==> src/rtl/hc00_tester_pkg.sv <==
`default_nettype none
// ============================================================================
//  Module      : hc00_tester_pkg
//  Description : Shared types, constants and the vector-lookup function for
//                the quad 2-input NAND tester. The optional crosstalk vector
//                set is enabled with the HC00_TESTER_XTALK_EN macro.
//  Revision    : 1.0  initial release
// ============================================================================
package hc00_tester_pkg;

    // Sequencer states
    typedef enum logic [2:0] {
        HC00_IDLE   = 3'd0,
        HC00_DRIVE  = 3'd1,
        HC00_SETTLE = 3'd2,
        HC00_SAMPLE = 3'd3,
        HC00_DONE   = 3'd4
    } hc00_state_t;

    localparam int HC00_VEC_BASE       = 4;
    localparam int HC00_VEC_XTALK      = 4;
    localparam int HC00_SETTLE_DEFAULT = 4;

`ifdef HC00_TESTER_XTALK_EN
    localparam int HC00_VEC_COUNT = HC00_VEC_BASE + HC00_VEC_XTALK;
    localparam int HC00_IDX_W     = 3;
`else
    localparam int HC00_VEC_COUNT = HC00_VEC_BASE;
    localparam int HC00_IDX_W     = 2;
`endif

    typedef logic [HC00_IDX_W-1:0] hc00_idx_t;

    // Index of the final vector; the SAMPLE state compares against it
    localparam hc00_idx_t HC00_IDX_LAST = hc00_idx_t'(HC00_VEC_COUNT - 1);

    // One test vector: A and B pin values for gates 3..0
    typedef struct packed {
        logic [3:0] a;
        logic [3:0] b;
    } hc00_vec_t;

    // Map a vector index to the pin pattern applied to all four gates.
    // Base vectors walk AB through 00, 01, 10, 11 on every gate at once.
    // Crosstalk vectors hold B high and give neighbouring / paired gates
    // opposite A values, so a bridge between their outputs shows up.
    function automatic hc00_vec_t hc00_vec_lookup(input hc00_idx_t idx);
        hc00_vec_t v;
        v.a = {4{idx[1]}};
        v.b = {4{idx[0]}};
`ifdef HC00_TESTER_XTALK_EN
        if (idx[2]) begin
            v.b = 4'b1111;
            case (idx[1:0])
                2'd0:    v.a = 4'b0101;
                2'd1:    v.a = 4'b1010;
                2'd2:    v.a = 4'b0011;
                default: v.a = 4'b1100;
            endcase
        end
`endif
        return v;
    endfunction

endpackage : hc00_tester_pkg
`default_nettype wire

==> src/rtl/hc00_sync.sv <==
`default_nettype none
// ============================================================================
//  Module      : hc00_sync
//  Description : Two-flop synchronizer for the asynchronous gate outputs,
//                synchronous active-low reset.
//  Revision    : 1.0  initial release
// ============================================================================
module hc00_sync #(
    parameter int WIDTH = 4
) (
    input  logic             clk,
    input  logic             rst_n,
    input  logic [WIDTH-1:0] d_i,
    output logic [WIDTH-1:0] q_o
);

    logic [WIDTH-1:0] meta_q;
    logic [WIDTH-1:0] sync_q;

    // Two back-to-back flops give the first stage a full cycle to resolve
    always_ff @(posedge clk) begin
        if (!rst_n) begin
            meta_q <= '0;
            sync_q <= '0;
        end else begin
            meta_q <= d_i;
            sync_q <= meta_q;
        end
    end

    assign q_o = sync_q;

endmodule : hc00_sync
`default_nettype wire

==> src/rtl/hc00_tester.sv <==
`default_nettype none
// ============================================================================
//  Module      : hc00_tester
//  Description : Sequencer that drives a quad 2-input NAND device through a
//                fixed vector set, waits a settle time after each vector,
//                samples the synchronized outputs and keeps sticky per-gate
//                mismatch flags. Defining HC00_TESTER_XTALK_EN appends four
//                crosstalk vectors that expose bridged outputs.
//  Revision    : 1.0  initial release
// ============================================================================
module hc00_tester
    import hc00_tester_pkg::*;
#(
    parameter int SETTLE_CYCLES = HC00_SETTLE_DEFAULT,
    parameter int GATES         = 4
) (
    input  logic             clk,
    input  logic             rst_n,
    input  logic             start,
    output logic [GATES-1:0] drive_a,
    output logic [GATES-1:0] drive_b,
    input  logic [GATES-1:0] sense_y,
    output logic             busy,
    output logic             done,
    output logic             pass,
    output logic [GATES-1:0] gate_fail
);

    // Counter preload: SETTLE lasts SETTLE_CYCLES cycles, counting down to 0
    localparam logic [7:0] SETTLE_LOAD = 8'(SETTLE_CYCLES - 1);

    hc00_state_t      state_q;
    hc00_idx_t        idx_q;
    logic [7:0]       settle_cnt_q;
    logic [GATES-1:0] drive_a_q;
    logic [GATES-1:0] drive_b_q;
    logic             busy_q;
    logic             done_q;
    logic             pass_q;
    logic [GATES-1:0] gate_fail_q;
    logic [GATES-1:0] gate_fail_d;
    logic [GATES-1:0] sync_y;
    hc00_vec_t        cur_vec;

    hc00_sync #(
        .WIDTH (GATES)
    ) u_sync (
        .clk   (clk),
        .rst_n (rst_n),
        .d_i   (sense_y),
        .q_o   (sync_y)
    );

    assign cur_vec = hc00_vec_lookup(idx_q);

    // Sticky flags after folding in this SAMPLE's comparison against ideal NAND
    assign gate_fail_d = gate_fail_q | (sync_y ^ ~(drive_a_q & drive_b_q));

    // Sequencer: state, vector index, settle counter and all registered outputs
    always_ff @(posedge clk) begin
        if (!rst_n) begin
            state_q      <= HC00_IDLE;
            idx_q        <= '0;
            settle_cnt_q <= '0;
            drive_a_q    <= '0;
            drive_b_q    <= '0;
            busy_q       <= 1'b0;
            done_q       <= 1'b0;
            pass_q       <= 1'b0;
            gate_fail_q  <= '0;
        end else begin
            done_q <= 1'b0;
            case (state_q)
                HC00_IDLE: begin
                    drive_a_q <= '0;
                    drive_b_q <= '0;
                    if (start) begin
                        gate_fail_q <= '0;
                        pass_q      <= 1'b0;
                        idx_q       <= '0;
                        busy_q      <= 1'b1;
                        state_q     <= HC00_DRIVE;
                    end
                end
                HC00_DRIVE: begin
                    drive_a_q    <= cur_vec.a;
                    drive_b_q    <= cur_vec.b;
                    settle_cnt_q <= SETTLE_LOAD;
                    state_q      <= HC00_SETTLE;
                end
                HC00_SETTLE: begin
                    if (settle_cnt_q == 8'd0) begin
                        state_q <= HC00_SAMPLE;
                    end else begin
                        settle_cnt_q <= settle_cnt_q - 8'd1;
                    end
                end
                HC00_SAMPLE: begin
                    gate_fail_q <= gate_fail_d;
                    if (idx_q == HC00_IDX_LAST) begin
                        // Result and done are visible together in the DONE cycle
                        busy_q  <= 1'b0;
                        done_q  <= 1'b1;
                        pass_q  <= ~|gate_fail_d;
                        state_q <= HC00_DONE;
                    end else begin
                        idx_q   <= idx_q + hc00_idx_t'(1);
                        state_q <= HC00_DRIVE;
                    end
                end
                HC00_DONE: begin
                    drive_a_q <= '0;
                    drive_b_q <= '0;
                    state_q   <= HC00_IDLE;
                end
                default: begin
                    state_q <= HC00_IDLE;
                end
            endcase
        end
    end

    assign drive_a   = drive_a_q;
    assign drive_b   = drive_b_q;
    assign busy      = busy_q;
    assign done      = done_q;
    assign pass      = pass_q;
    assign gate_fail = gate_fail_q;

endmodule : hc00_tester
`default_nettype wire

==> config.mk <==
export PLATFORM = sky130hd
export DESIGN_NAME = hc00_tester
export DESIGN_NICKNAME = d
export VERILOG_FILES = /design/src/rtl/hc00_tester_pkg.sv /design/src/rtl/hc00_sync.sv /design/src/rtl/hc00_tester.sv
export SDC_FILE = /design/constraint.sdc
export NUM_CORES = 1
export LEC_CHECK = 0
export BUFFER_PORTS_ARGS = -buffer_cell sky130_fd_sc_hd__buf_2
export CAP_MARGIN = 10
export CORE_MARGIN = 3
export CORE_UTILIZATION = 35
export CTS_CLUSTER_SIZE = 30
export DETAILED_ROUTE_END_ITERATION = 7
export MAX_ROUTING_LAYER = met4
export PLACE_DENSITY_LB_ADDON = 0.1
export SKIP_CTS_REPAIR_TIMING = 1
export SYNTH_ARGS = -nofsm -noshare
export SYNTH_HDL_FRONTEND = slang
export SYNTH_SLANG_ARGS = --single-unit
==> constraint.sdc <==
create_clock -name clk -period 3.1 [get_ports clk]
set_input_delay 0.155 -clock clk [delete_from_list [all_inputs] [get_ports clk]]
set_output_delay 0.155 -clock clk [all_outputs]
set_load 0.1 [all_outputs]
## After elaboration in Yosys (flattened, before gate mapping)

Index checks and enable logic that the tools add are counted.

- Register bits: 36
- Input port bits: 7
- Word-level logic and storage cells: 61

- Add/subtract/negate cells: 2
- Eq/ne operators: 10
- Muxes and demuxes: 20
- Bitwise gates (word level): 4
- Reduce and logical (&&, ||, !) cells: 14

Operators by type and width:

| kind | count |
|---|---|
| $pmux W4 S2 | 3 |
| $pmux W8 S2 | 1 |
| $pmux W3 S4 | 1 |
| $ne A2 B2 Y1 const B | 5 |
| $mux W3 | 3 |
| $logic_not A8 Y1 | 1 |
| $mux W8 | 1 |
| $reduce_and A2 Y1 | 4 |
| $sub A8 B1 Y8 const B | 1 |
| $eq A3 B2 Y1 const B | 2 |
| $reduce_and A3 Y1 | 2 |
| $reduce_bool A2 Y1 | 3 |
| $mux W1 | 5 |
| $and A4 B4 Y4 | 1 |
| $mux W2 | 2 |
| $mux W4 | 1 |
| $not A4 Y4 | 1 |
| $or A4 B4 Y4 | 1 |
| $pmux W1 S2 | 2 |
| $pmux W2 S2 | 1 |
| $reduce_or A4 Y1 | 1 |
| $xor A4 B4 Y4 | 1 |
| $eq A3 B1 Y1 const B | 1 |
| $eq A3 B3 Y1 const B | 1 |
| 5 further kinds | 5 |

## Longest topological paths before layout

- Word-level depth: 8
- Mapped depth: 6

## Modules after synthesis

A second synthesis with hierarchy kept.

- Cells, all modules: 153
- Area total of the unflattened synthesis: 1392.6 sq um

By module, submodules not included:

| module | times used | cells an instance | area each (sq um) |
|---|---|---|---|
| hc00_tester | 1 | 137 | 1182.4 |
| hc00_sync | 1 | 16 | 210.2 |

## Worst setup path before layout

Ideal clock, no wire load.

- Path type: register to register
- From: reg drive_a[2] (netlist name)
- To: reg gate_fail_q[0], in the netlist gate_fail[0]
- Setup time: 120 ps
- Arrival: 1769 ps
- Data required time: 2980 ps
- Setup slack: 1212 ps
- Stages on the path, launching flop included: 5
- Period minus slack after synthesis: 1888 ps
- Path through: dfxtp_1 -> nand2_1 -> xor2_1 -> a22oi_1 -> nor2b_1

RTL lines:

| item | line | RTL |
|---|---|---|
| end signal, assigned | hc00_tester.sv:99 | `gate_fail_q <= gate_fail_d;` |
| end, declared | hc00_tester.sv:40 | `logic [GATES-1:0] gate_fail_q;` |

## Worst setup path after layout

- From: reg settle_cnt_q[0]
- To: reg settle_cnt_q[3]

- Cells in the longest elaborated chain, start to end: 3

RTL lines:

| item | line | RTL |
|---|---|---|
| start, declared | hc00_tester.sv:34 | `logic [7:0] settle_cnt_q;` |
| start signal, assigned | hc00_tester.sv:95 | `settle_cnt_q <= settle_cnt_q - 8'd1;` |
| $sub A8 B1 Y8 or $logic_not A8 Y1 (tied branches) | hc00_tester.sv:95, hc00_tester.sv:92 |  |
| $mux W8 or $ne A2 B2 Y1 (tied branches) | n/a |  |
| $pmux W8 S2 or $reduce_and A2 Y1 (tied branches) | n/a |  |

Several ways; a longest one is shown, not always the timed one. The select of a mux whose other input is x is not followed.
A chain may end at the register's enable or synchronous reset.

==> impl_summary.log <==
[metrics] Reg clk slew, reported paths: 0.06 ns
[metrics] maximum clock skew at final layout: 0.00896 ns
[metrics] critical path class: register to register
[metrics] most common flop cell mapped by yosys: sky130_fd_sc_hd__dfxtp_1
[metrics] fraction of registers with async set or reset after synthesis: 0
[metrics] mapped cell area: 0.00142 mm^2
[metrics] average size of a mapped cell: 9.75 um^2
[metrics] standard-cell rows: 22
[metrics] Synth cell types: 48
[metrics] overall overflow remaining after global route: 0
[metrics] routed via count divided by cell count: 5.24
[metrics] Remaining DRCs: 0
[metrics] most common library cell in the layout ignoring fill and taps: sky130_fd_sc_hd__dfxtp_1
[metrics] Hold Vio Cnt, Final: 0
[metrics] WL final: 2720 um
[metrics] status: finished clean
[metrics] Achievable Freq: 540 MHz
[metrics] Root Buffer: sky130_fd_sc_hd__clkbuf_8
[metrics] time the final worst path needs with I/O delays and setup: 1.85 ns
[metrics] total clock sinks: 30
[metrics] Initial DRT Pass Iterations: 4
[metrics] total power density per cell area: 917 mW/mm^2
[metrics] clock tree from TritonCTS: done
[metrics] count of warnings emitted by yosys: 0
[metrics] path category of the worst min-delay check: input pin to register
[metrics] relative slew slack: 0.644
[metrics] Data required, critical path: 3.26 ns
[metrics] overall track demand over capacity in global routing: 0.129
[metrics] fin. max-slew vios: 0
[metrics] max-cap violations: 0
[metrics] via count: 1106
[metrics] number of placed instances, taps included: 203
[metrics] Total Die Area: 0.00487 mm^2
[metrics] unrepaired setup endpoints after global routing: no
[metrics] share of the yosys chip area belonging to registers: 0.422
[metrics] number of synthesized register bits: 30
[metrics] CTS max path bufs: 2
[metrics] Initial DRC Count: 84
[metrics] non-filler instance count after layout: 211
[metrics] maximum vdd ir drop: 0.366 mV
[metrics] number of buffers created by CTS: 5
[metrics] Lkg Pwr: 0.663 nW
[metrics] crit share post-route: 0.598
[metrics] post-DR wirelength/cell: 12.9 um
[metrics] overall die width: 69.8 um
[metrics] cells after synthesis: 146
[metrics] clk_lat worst skew: 0.27 ns
[metrics] setup-violating endpoint count in the final report: 0
[metrics] area of the core region: 0.00380 mm^2
[metrics] global-route wire length before repair: 5080 um
[metrics] Post-synth EDFFs: 0
[metrics] post-synthesis to final-layout area growth: 16.5%
[metrics] antenna diode count: 0
[metrics] setup total negative slack: 0 ns
[metrics] highest fanout seen on the critical path: 6
[metrics] post-layout net count: 171
[metrics] commonest non-fill, non-tap cells in the layout: sky130_fd_sc_hd__dfxtp_1 (30), sky130_fd_sc_hd__buf_2 (21), sky130_fd_sc_hd__nor2b_1 (11)
[metrics] initial cell density of the core: 0.375
[metrics] I/O Buffers: 21
[metrics] routability congestion estimate: 0.750
[metrics] Power, Total: 1.52 mW
[metrics] vias in the first global route: 1107
[metrics] vertical die dimension: 69.8 um
[metrics] number of nets with antenna violations after detailed routing: 0
[metrics] kind of launch point of the worst setup path: register
[metrics] initial antenna violation count: 0
[metrics] actual slew at the worst max-slew pin: 0.534 ns
[metrics] post-synth net total: 155
[metrics] type of destination of the critical path: register
[metrics] number of ports placed on the die boundary: 22
[metrics] number of H-tree levels: 2
[metrics] post-DP HPWL: 1960 um
[metrics] data arrival at the endpoint of the critical path: 2.01 ns
[metrics] layout cells sized above 1: 0.233
[metrics] largest net degree at the start of global routing: 27
sequential cells by signal, summed over array words and instances, names as in the netlist:
register       count
drive_b            1
state_q            3
u_sync.meta_q      4
pass               1
drive_a            1
gate_fail          4
busy               1
u_sync.q_o         4
settle_cnt_q       8
done               1
idx_q              2
metrics by stage:
step                utilization  setup slack, ns  area (um^2)  hold WS (ns)
floorplan                     -             1.21         1420         0.282
global placement          0.399             1.27         1520         0.364
detailed placement        0.399             1.24         1520         0.365
CTS                       0.437             1.22         1660        0.0728
global route              0.437             1.13         1660        0.0883
finish                    0.437             1.25         1660        0.0862
final cells by class:
type                       count  area (um^2)
clock buffer                   6         82.6
fill                         387         2140
timing repair buffer          21          105
sequential                    30          601
multi-input combinational    101          739
clock inverter                 2         60.1
tap                           48         60.1
inverter                       3         11.3
final timing paths:
| kind | startpoint | end | slack (ns) | cells past startpoint |
|---|---|---|---|---|
| worst max register to register | settle_cnt_q[0]$_SDFFE_PN0P_ | settle_cnt_q[3]$_SDFFE_PN0P_ | 1.25 | 6 |
| worst min-delay path | sense_y[0] | u_sync.meta_q[0]$_SDFF_PN0_ | 0.09 | 2 |
| worst max-delay path | settle_cnt_q[0]$_SDFFE_PN0P_ | settle_cnt_q[3]$_SDFFE_PN0P_ | 1.25 | 6 |
| worst min register to register | u_sync.meta_q[2]$_SDFF_PN0_ | u_sync.q_o[2]$_SDFF_PN0_ | 0.43 | 1 |
cell families (layout without fill, tap and decap cells):
kind of cell / count (synthesis) / count (layout) / share of synthesized area
buffers and inverters: 15 / 32 / 0.0589
flip-flops: 30 / 30 / 0.422
AND/OR/NAND/NOR: 59 / 59 / 0.278
multiplexers: 1 / 1 / 0.00703
adder cells (fa/ha/maj): 2 / 2 / 0.0176
AO/OA/AOI/OAI: 31 / 31 / 0.163
XOR/XNOR: 8 / 8 / 0.0545
cells in the mapped netlist, types with 2 or more instances:
cell type / count / area share
sky130_fd_sc_hd__xor2_1: 4 / 0.025
sky130_fd_sc_hd__buf_4: 7 / 0.037
sky130_fd_sc_hd__inv_1: 3 / 0.0079
sky130_fd_sc_hd__o21ai_0: 3 / 0.011
sky130_fd_sc_hd__and2_1: 8 / 0.035
sky130_fd_sc_hd__xnor2_1: 3 / 0.018
sky130_fd_sc_hd__a21oi_1: 5 / 0.018
sky130_fd_sc_hd__nand2_1: 4 / 0.011
sky130_fd_sc_hd__nand4_1: 2 / 0.0088
sky130_fd_sc_hd__clkbuf_1: 4 / 0.011
sky130_fd_sc_hd__nor4_1: 3 / 0.013
sky130_fd_sc_hd__nor2_1: 8 / 0.021
sky130_fd_sc_hd__a31oi_1: 3 / 0.013
sky130_fd_sc_hd__nor3b_1: 2 / 0.011
sky130_fd_sc_hd__or3_1: 2 / 0.0088
sky130_fd_sc_hd__nor4_4: 2 / 0.030
sky130_fd_sc_hd__dfxtp_1: 30 / 0.42
sky130_fd_sc_hd__nand2b_1: 6 / 0.026
sky130_fd_sc_hd__ha_1: 2 / 0.018
sky130_fd_sc_hd__nor2b_1: 11 / 0.048
sky130_fd_sc_hd__a22oi_1: 6 / 0.032
sky130_fd_sc_hd__and3_1: 2 / 0.0088
report_power, final:
group	internal, mW	switching (mW)	leakage, nW
Sequential	0.448	0.0969	0.245
Clock	0.343	0.144	0.0714
Combinational	0.226	0.265	0.346
per-layer routing:
layer,GRT usage,vias to the layer above,part of all wire
met5,-,-,0
met3,0.0464,2,0.044
met1,0.168,525,0.50
met4,0.0383,0,0.0033
li1,-,557,-
met2,0.188,22,0.45
worst max-delay path, stage by stage, from the launching register on:
cell                        delay [ns]
sky130_fd_sc_hd__dfxtp_1          0.41
sky130_fd_sc_hd__inv_1            0.06
sky130_fd_sc_hd__ha_1             0.25
sky130_fd_sc_hd__and4bb_2         0.28
sky130_fd_sc_hd__a2111oi_1        0.51
sky130_fd_sc_hd__xnor2_1          0.18
sky130_fd_sc_hd__nor2_1           0.05
(Power assumes the default switching activity.)
